File: src/rtl/uart_pkg.sv
// Shared UART definitions: byte width, default transmit-buffer depth and baud constants.
package uart_pkg;

    localparam int UART_DATA_W     = 8;
    localparam int UART_FIFO_DEPTH = 16;
    localparam int UART_FIFO_AW    = $clog2(UART_FIFO_DEPTH);

    // Clock cycles per serial bit and the counter width needed to hold that count.
    localparam int UART_BAUD_CNT   = 16;
    localparam int UART_BAUD_CNT_W = $clog2(UART_BAUD_CNT);

    typedef logic [UART_DATA_W-1:0] uart_byte_t;

    // Transfer activity on one clock edge, encoded as {write, read}.
    typedef enum logic [1:0] {
        XFER_NONE = 2'b00,
        XFER_POP  = 2'b01,
        XFER_PUSH = 2'b10,
        XFER_BOTH = 2'b11
    } xfer_e;

endpackage

File: src/rtl/uart_fifo_ram.sv
// Byte storage for the UART transmit buffer: DEPTH x 8, one synchronous write port,
// asynchronous read port.
module uart_fifo_ram
    import uart_pkg::*;
#(
    parameter int DEPTH = UART_FIFO_DEPTH,
    parameter int AW    = $clog2(DEPTH)
) (
    input  logic                   i_clk,
    input  logic                   i_wr_en,
    input  logic [AW-1:0]          i_wr_addr,
    input  logic [UART_DATA_W-1:0] i_wr_data,
    input  logic [AW-1:0]          i_rd_addr,
    output logic [UART_DATA_W-1:0] o_rd_data
);

    logic [UART_DATA_W-1:0] mem [DEPTH];

    // NOTE: the array has no reset; a slot is never read before it is written, and a
    // reset would prevent mapping onto distributed RAM.
    always_ff @(posedge i_clk) begin
        if (i_wr_en) begin
            mem[i_wr_addr] <= i_wr_data;
        end
    end

    assign o_rd_data = mem[i_rd_addr];

endmodule

File: src/rtl/uart_tx_buf.sv
// First-word fall-through byte buffer between a producer and a uart_tx transmitter.
// Owns the pointers, occupancy count and sticky overflow flag; storage is uart_fifo_ram.
module uart_tx_buf
    import uart_pkg::*;
#(
    parameter int DEPTH = UART_FIFO_DEPTH,
    parameter int AW    = $clog2(DEPTH)
) (
    input  logic                   i_clk,
    input  logic                   i_rst,
    input  logic                   i_wr_valid,
    input  logic [UART_DATA_W-1:0] i_wr_data,
    output logic                   o_wr_ready,
    input  logic                   i_flush,
    output logic                   o_tx_valid,
    output logic [UART_DATA_W-1:0] o_tx_data,
    input  logic                   i_tx_ready,
    output logic [AW:0]            o_count,
    output logic                   o_overflow
);

    localparam logic [AW:0]   COUNT_FULL = (AW+1)'(DEPTH);
    localparam logic [AW:0]   COUNT_ONE  = (AW+1)'(1);
    localparam logic [AW-1:0] PTR_ONE    = AW'(1);

    logic [AW-1:0] wr_ptr;
    logic [AW-1:0] rd_ptr;
    logic [AW:0]   count;
    logic [AW:0]   count_nxt;
    logic          overflow;
    logic          wr_en;
    logic          rd_en;
    xfer_e         xfer;

    assign o_wr_ready = (count != COUNT_FULL);
    assign o_tx_valid = (count != '0);
    assign o_count    = count;
    assign o_overflow = overflow;

    // Handshakes are qualified by occupancy, so a full buffer refuses even when a
    // read frees a slot on the same edge, and an empty buffer never bypasses.
    assign wr_en = i_wr_valid && o_wr_ready;
    assign rd_en = o_tx_valid && i_tx_ready;
    assign xfer  = xfer_e'({wr_en, rd_en});

    // NOTE: count_nxt is assigned first on every pass so no path leaves it
    // unassigned and no latch is inferred.
    always_comb begin
        count_nxt = count;
        case (xfer)
            XFER_PUSH: count_nxt = count + COUNT_ONE;
            XFER_POP:  count_nxt = count - COUNT_ONE;
            default:   count_nxt = count;
        endcase
    end

    // NOTE: state registers use non-blocking assignments so every register samples
    // the pre-edge values, independent of statement order.
    always_ff @(posedge i_clk or posedge i_rst) begin
        if (i_rst) begin
            wr_ptr   <= '0;
            rd_ptr   <= '0;
            count    <= '0;
            overflow <= 1'b0;
        end else if (i_flush) begin
            wr_ptr   <= '0;
            rd_ptr   <= '0;
            count    <= '0;
            overflow <= 1'b0;
        end else begin
            if (wr_en) begin
                wr_ptr <= wr_ptr + PTR_ONE;
            end
            if (rd_en) begin
                rd_ptr <= rd_ptr + PTR_ONE;
            end
            count <= count_nxt;
            if (i_wr_valid && !o_wr_ready) begin
                overflow <= 1'b1;
            end
        end
    end

    // A flushed write must not land in storage either.
    uart_fifo_ram #(
        .DEPTH (DEPTH),
        .AW    (AW)
    ) u_ram (
        .i_clk     (i_clk),
        .i_wr_en   (wr_en && !i_flush),
        .i_wr_addr (wr_ptr),
        .i_wr_data (i_wr_data),
        .i_rd_addr (rd_ptr),
        .o_rd_data (o_tx_data)
    );

endmodule
File: config.mk
export PLATFORM = sky130hd
export DESIGN_NAME = uart_tx_buf
export DESIGN_NICKNAME = d
export VERILOG_FILES = /design/src/rtl/uart_pkg.sv /design/src/rtl/uart_fifo_ram.sv /design/src/rtl/uart_tx_buf.sv
export SDC_FILE = /design/constraint.sdc
export NUM_CORES = 1
export LEC_CHECK = 0
export ABC_AREA = 1
export BUFFER_PORTS_ARGS = -buffer_cell sky130_fd_sc_hd__clkbuf_2
export CAP_MARGIN = 10
export CORE_MARGIN = 3
export CORE_UTILIZATION = 25
export DETAILED_ROUTE_END_ITERATION = 8
export MAX_ROUTING_LAYER = met4
export SYNTH_ARGS = -nofsm -noshare
export SYNTH_HDL_FRONTEND = slang
export SYNTH_HIERARCHICAL = 1
export SYNTH_SLANG_ARGS = --single-unit
File: constraint.sdc
create_clock -name i_clk -period 2.18 [get_ports i_clk]
set_input_delay 0.218 -clock i_clk [delete_from_list [all_inputs] [get_ports i_clk]]
set_output_delay 0.218 -clock i_clk [all_outputs]
set_load 0.02 [all_outputs]
# After elaboration in Yosys (flattened, before gate mapping)
# Memory sizes are Yosys's and may differ from the RTL's.
# Index checks and enable logic that the tools add are counted.
[totals] reg_bits=14 input_bits=13 word_cells=33 mem_bits_rw=128 mem_count=1
[memory_table] memory="u_ram.mem" depth=16 word_bits=8 read_ports=1 rd_ports_with_merged_regs=0 wr=1 line="uart_fifo_ram.sv:17" text="logic [UART_DATA_W-1:0] mem [DEPTH];"
[classes] muxes=10 n_reduce_logical=11 n_addsub=4 n_eq_ne=3
[op_table] operator="two-way mux 4 bit" count=4
[op_table] operator="one-hot mux 5 bit (2 select lines)" count=1
[op_table] operator="adder 4 x 1 -> 4 bit (second input constant)" count=2
[op_table] operator="nonzero test 2 bit" count=3
[op_table] operator="adder 5 x 1 -> 5 bit (second input constant)" count=1
[op_table] operator="two-way mux 5 bit" count=1
[op_table] operator="!= test 5 bit (second input constant)" count=1
[op_table] operator="nonzero test 5 bit" count=1
[op_table] operator="subtractor 5 x 1 -> 5 bit (second input constant)" count=1
[op_table] operator="logical AND 1 bit" count=4
[op_table] operator="two-way mux 1 bit" count=4
[op_table] operator="nonzero test 3 bit" count=1
[op_table] operator="equality test 2 x 1 -> 1 bit (second input constant)" count=1
[op_table] operator="equality test 2 bit (second input constant)" count=1
[op_table] operator="zero test 1 bit" count=2

# Depth between registers and ports, before layout
[depth] word_depth=5 depth_mapped=16 depth_no_buf=16

# Cells and area by module
# Netlist, hierarchy kept.
[modules_own_cells] mod="uart_fifo_ram" seq_area_each_um2=3843.7 cells_each=543 n_inst=1 area_each_um2=5606.6
[modules_own_cells] mod="uart_tx_buf" seq_area_each_um2=350.3 cells_each=111 n_inst=1 area_each_um2=892.1

# Worst setup path after synthesis
# OpenSTA, ideal clock, no wires.
[synth_timing] kind="reg-to-reg" start="register count[0], in the netlist o_count[0]" end="memory u_ram.mem[12][0] (enable)" period_less_slack_ns=2.118 t_arrival_ns=1.748 path_buffers=0 stages_incl_launch_ff=7 setup_slack_ns=0.062 path_cell_list="dfrtp_1 -> nor2_4 -> nand3_2 -> nand2_4 -> nor2_1 -> nand3_1 -> nor2_1"
[synth_between] elab_chain_len=5
[synth_rtl] element="start, declared" line="uart_tx_buf.sv:28" text="logic [AW:0] count;"
[synth_rtl] element="start signal, assigned" line="uart_tx_buf.sv:77" text="count <= count_nxt;"
[synth_rtl] element="!= test 5 bit" line="uart_tx_buf.sv:35" text="assign o_wr_ready = (count != COUNT_FULL);"
[synth_rtl] element="named net o_wr_ready" line="uart_tx_buf.sv:13" text="output logic o_wr_ready,"
[synth_rtl] element="logical AND 1 bit" line="uart_tx_buf.sv:42" text="assign wr_en = i_wr_valid && o_wr_ready;"
[synth_rtl] element="logical AND 1 bit" line="uart_tx_buf.sv:90" text=".i_wr_en (wr_en && !i_flush),"
[synth_rtl] element="two-way mux 1 bit" line="uart_fifo_ram.sv:22" text="if (i_wr_en) begin"
[synth_rtl] element="two-way mux 1 bit (implied by the code)" line="uart_fifo_ram.sv:23" text="mem[i_wr_addr] <= i_wr_data;"
[synth_rtl] element="end, declared" line="uart_fifo_ram.sv:17"
# The timed path passes the listed nets, and every way through them passes these cells.

# Worst setup path after layout
[layout_timing] start="register rd_ptr[0]" end="output port o_tx_data[4]"
[layout_between] elab_chain_len=1
[layout_rtl] element="start, declared" line="uart_tx_buf.sv:27" text="logic [AW-1:0] rd_ptr;"
[layout_rtl] element="start signal, assigned" line="uart_tx_buf.sv:75" text="rd_ptr <= rd_ptr + PTR_ONE;"
[layout_rtl] element="memory (16 x 8 bit)"
[layout_rtl] element="end, declared" line="uart_tx_buf.sv:16" text="output logic [UART_DATA_W-1:0] o_tx_data,"
# No other way between the ends.

==> reports/results.txt <==
status: finished, final reports clean
CTS root buf: clkbuf_16
clk_lat worst skew: 0.42 ns
Worst-path clk slew: 0.05 ns
Peak VDD IR: 0.640 mV
Post-synth EDFFs: 128
share of the synthesized area in the top cell type: 59.1%
most common cell after layout, fill and taps aside: nand2_1
Nets: 733
max_slew headroom: 60.2%
post-synthesis register bit count: 142
GRT Total Usage: 11.8%
Fin Clk Skew: 0.00736 ns
Remaining DRCs: 0
Die X: 167 microns
Routed wire per std cell: 14.8 microns
Max Root-Sink Buffers: 2
PortBufs: 28
starting density of the core: 25.6%
n_diodes: 0
total power: 0.00938 W
Async S/R FF share, synth: 9.86%
Max Cap Violations: 0
Post-DP HPWL: 9750 microns
arrival time at the worst endpoint: 1.89 ns
crit path max fanout: 16
Setup crit end kind: primary output
core area: 25,400 sq um
cell taking the most area after synthesis: edfxtp_1
Synth-to-Final Area Change: 21.3%
Rows: 58
Crit path required time: 1.96 ns
fin crit share: 96.9%
syn nets: 671
hold_sp: i_flush
CTS tree: built
GPL Wtd Cong: 0.837
initial antenna violation count: 0
f_max: 0.473 GHz
setup-violating endpoint count in the final report: 0
Seq/Total Area, Yosys: 64.5%
ANT nets after route: 0
Avg Cell Area, Syn: 9.94 sq um
Hold Crit Depth: 2
final core occ: 31.0%
worst hold path type: primary input to flip-flop
largest net degree at the start of global routing: 35
Die Ht: 167 microns
gr ovfl total: 0
Primary FF master, synth: edfxtp_1
main area contributors after synthesis: edfxtp_1 59%, nand2_1 11%, nand3_1 8.1%
Synth Cell Area: 6500 sq um
Synth Instances: 654
number of synthesis warnings: 6
flop2flop setup slack: 0.22 ns
Setup crit start kind: flip-flop
fin crit period: 2.11 ns
final non-filler cell total: 1,057
synth unique cells: 29
Leak: 3.38 nW
share of cells above drive strength 1: 16.1%
Clock Sinks: 142
total die area: 28,000 sq um
Worst Tran Pin Value: 0.596 ns
Vias: 4,544
critical path class: flip-flop to primary output
Vias/cell: 4.30
worst reg2reg path depth: 14
CTS Buf Count: 17
Worst Hold End: o_overflow$_DFFE_PP0P_
worst hold margin: 0.106 ns
highest-count cells in the layout ignoring fill and taps: 191 x nand2_1, 128 x edfxtp_1, 115 x inv_1
RR Endpoint: o_count[4]$_DFFE_PP0P_
Setup TNS Final: 0 ns
first-pass GRT wire length: 24,500 microns
CTS H-Tree Depth: 4
Power Density: 1190 nW/um^2
Placed Instances: 1,017
Final Max Slew Viols: 0
TritonRoute pass-1 iters: 5
worst r2r src: o_count[1]$_DFFE_PP0P_
drt total wl: 15,700 microns
Final Hold Fails: 0
I/O Pins: 29
initial DRC count: 374
vias in the first global route: 4,377
==> worst max-delay path: stages, from the launching register on <==
cell,delay [ns]
dfrtp_2,0.48
buf_12,0.16
clkbuf_16,0.18
nand2_1,0.08
nand3_1,0.08
nand3_1,0.08
nand3_1,0.14
nand2_1,0.11
clkbuf_2,0.17
==> flip-flops by register name, summed over array words and instances (netlist names) <==
name        cells
o_count         5
rd_ptr          4
wr_ptr          4
u_ram/mem     128
o_overflow      1
==> synth_stat cells (3+ instances only) <==
library cell and n:
inv_1 116, buf_2 13, nand2_1 192, o21ai_0 7, dfrtp_1 14, buf_4 4
nand3_2 4, inv_2 6, o21ai_1 3, nand3_1 105, ha_1 4, edfxtp_1 128
nand2_2 3, a21oi_1 3, nor2_1 26, xor2_1 3, buf_6 6
==> final cells by class <==
type | instances | area, sq um
Fill cell | 2613 | 17500
Sequential cell | 142 | 4200
Multi-Input combinational cell | 365 | 1690
Timing Repair Buffer | 67 | 538
Inverter | 123 | 475
Clock buffer | 19 | 433
Tap cell | 330 | 413
Clock inverter | 11 | 143
==> worst max path at each step <==
stage                                 startpoint                          to  slack [ns]  cells after the start
after global routing       rd_ptr[1]$_DFFE_PP0P_                o_tx_data[4]      -0.006                      7
after detailed placement  o_count[1]$_DFFE_PP0P_      o_count[4]$_DFFE_PP0P_        0.22                     14
after CTS                  rd_ptr[0]$_DFFE_PP0P_                o_tx_data[1]       0.009                      7
after floorplan           o_count[0]$_DFFE_PP0P_  u_ram/mem[12][0]$_DFFE_PP_        0.06                      6
after global placement    o_count[1]$_DFFE_PP0P_      o_count[4]$_DFFE_PP0P_        0.25                     14
final                      rd_ptr[0]$_DFFE_PP0P_                o_tx_data[4]        0.07                      8
==> repair_timing <==
item / 4_1_cts / 5_1_grt
gates cloned: 1 / 1
hold buffers: 1 / 0
buffers inserted: 4 / 3
hold endpoints to repair: 14 / 0
endpoints found under the setup margin: 8 / 8
gates resized for setup: 3 / 13
==> stage by stage <==
step / worst slack (ns) / instance area (sq um)
finish: 0.0678 / 7880
floorplan: 0.0618 / 6500
global placement: 0.249 / 7140
global route: -0.00553 / 7880
detailed placement: 0.225 / 7140
CTS: 0.00857 / 7800
==> logic make-up after synthesis <==
group	synth area share, %
simple gates	23.3
buf+inv	9.70
flops	64.5
compound gates	1.33
fa+ha+maj	0.770
xor+xnor	0.404
==> per-layer routing <==
metal / wire (microns) / share of wire [%] / vias up / global-route usage, %
li1: - / - / 2228 / -
met1: 7310 / 47 / 2176 / 15.5
met2: 7200 / 46 / 125 / 17.6
met3: 971 / 6.2 / 15 / 3.19
met4: 204 / 1.3 / 0 / 4.30
met5: 0 / 0 / - / -
==> where the power goes <==
group / switching, W / total, W / internal, W
logic: 0.00211 / 0.00328 / 0.00117
clock network: 0.00108 / 0.00286 / 0.00178
registers: 0.000130 / 0.00324 / 0.00311
Power figures use the tool's default switching activity.
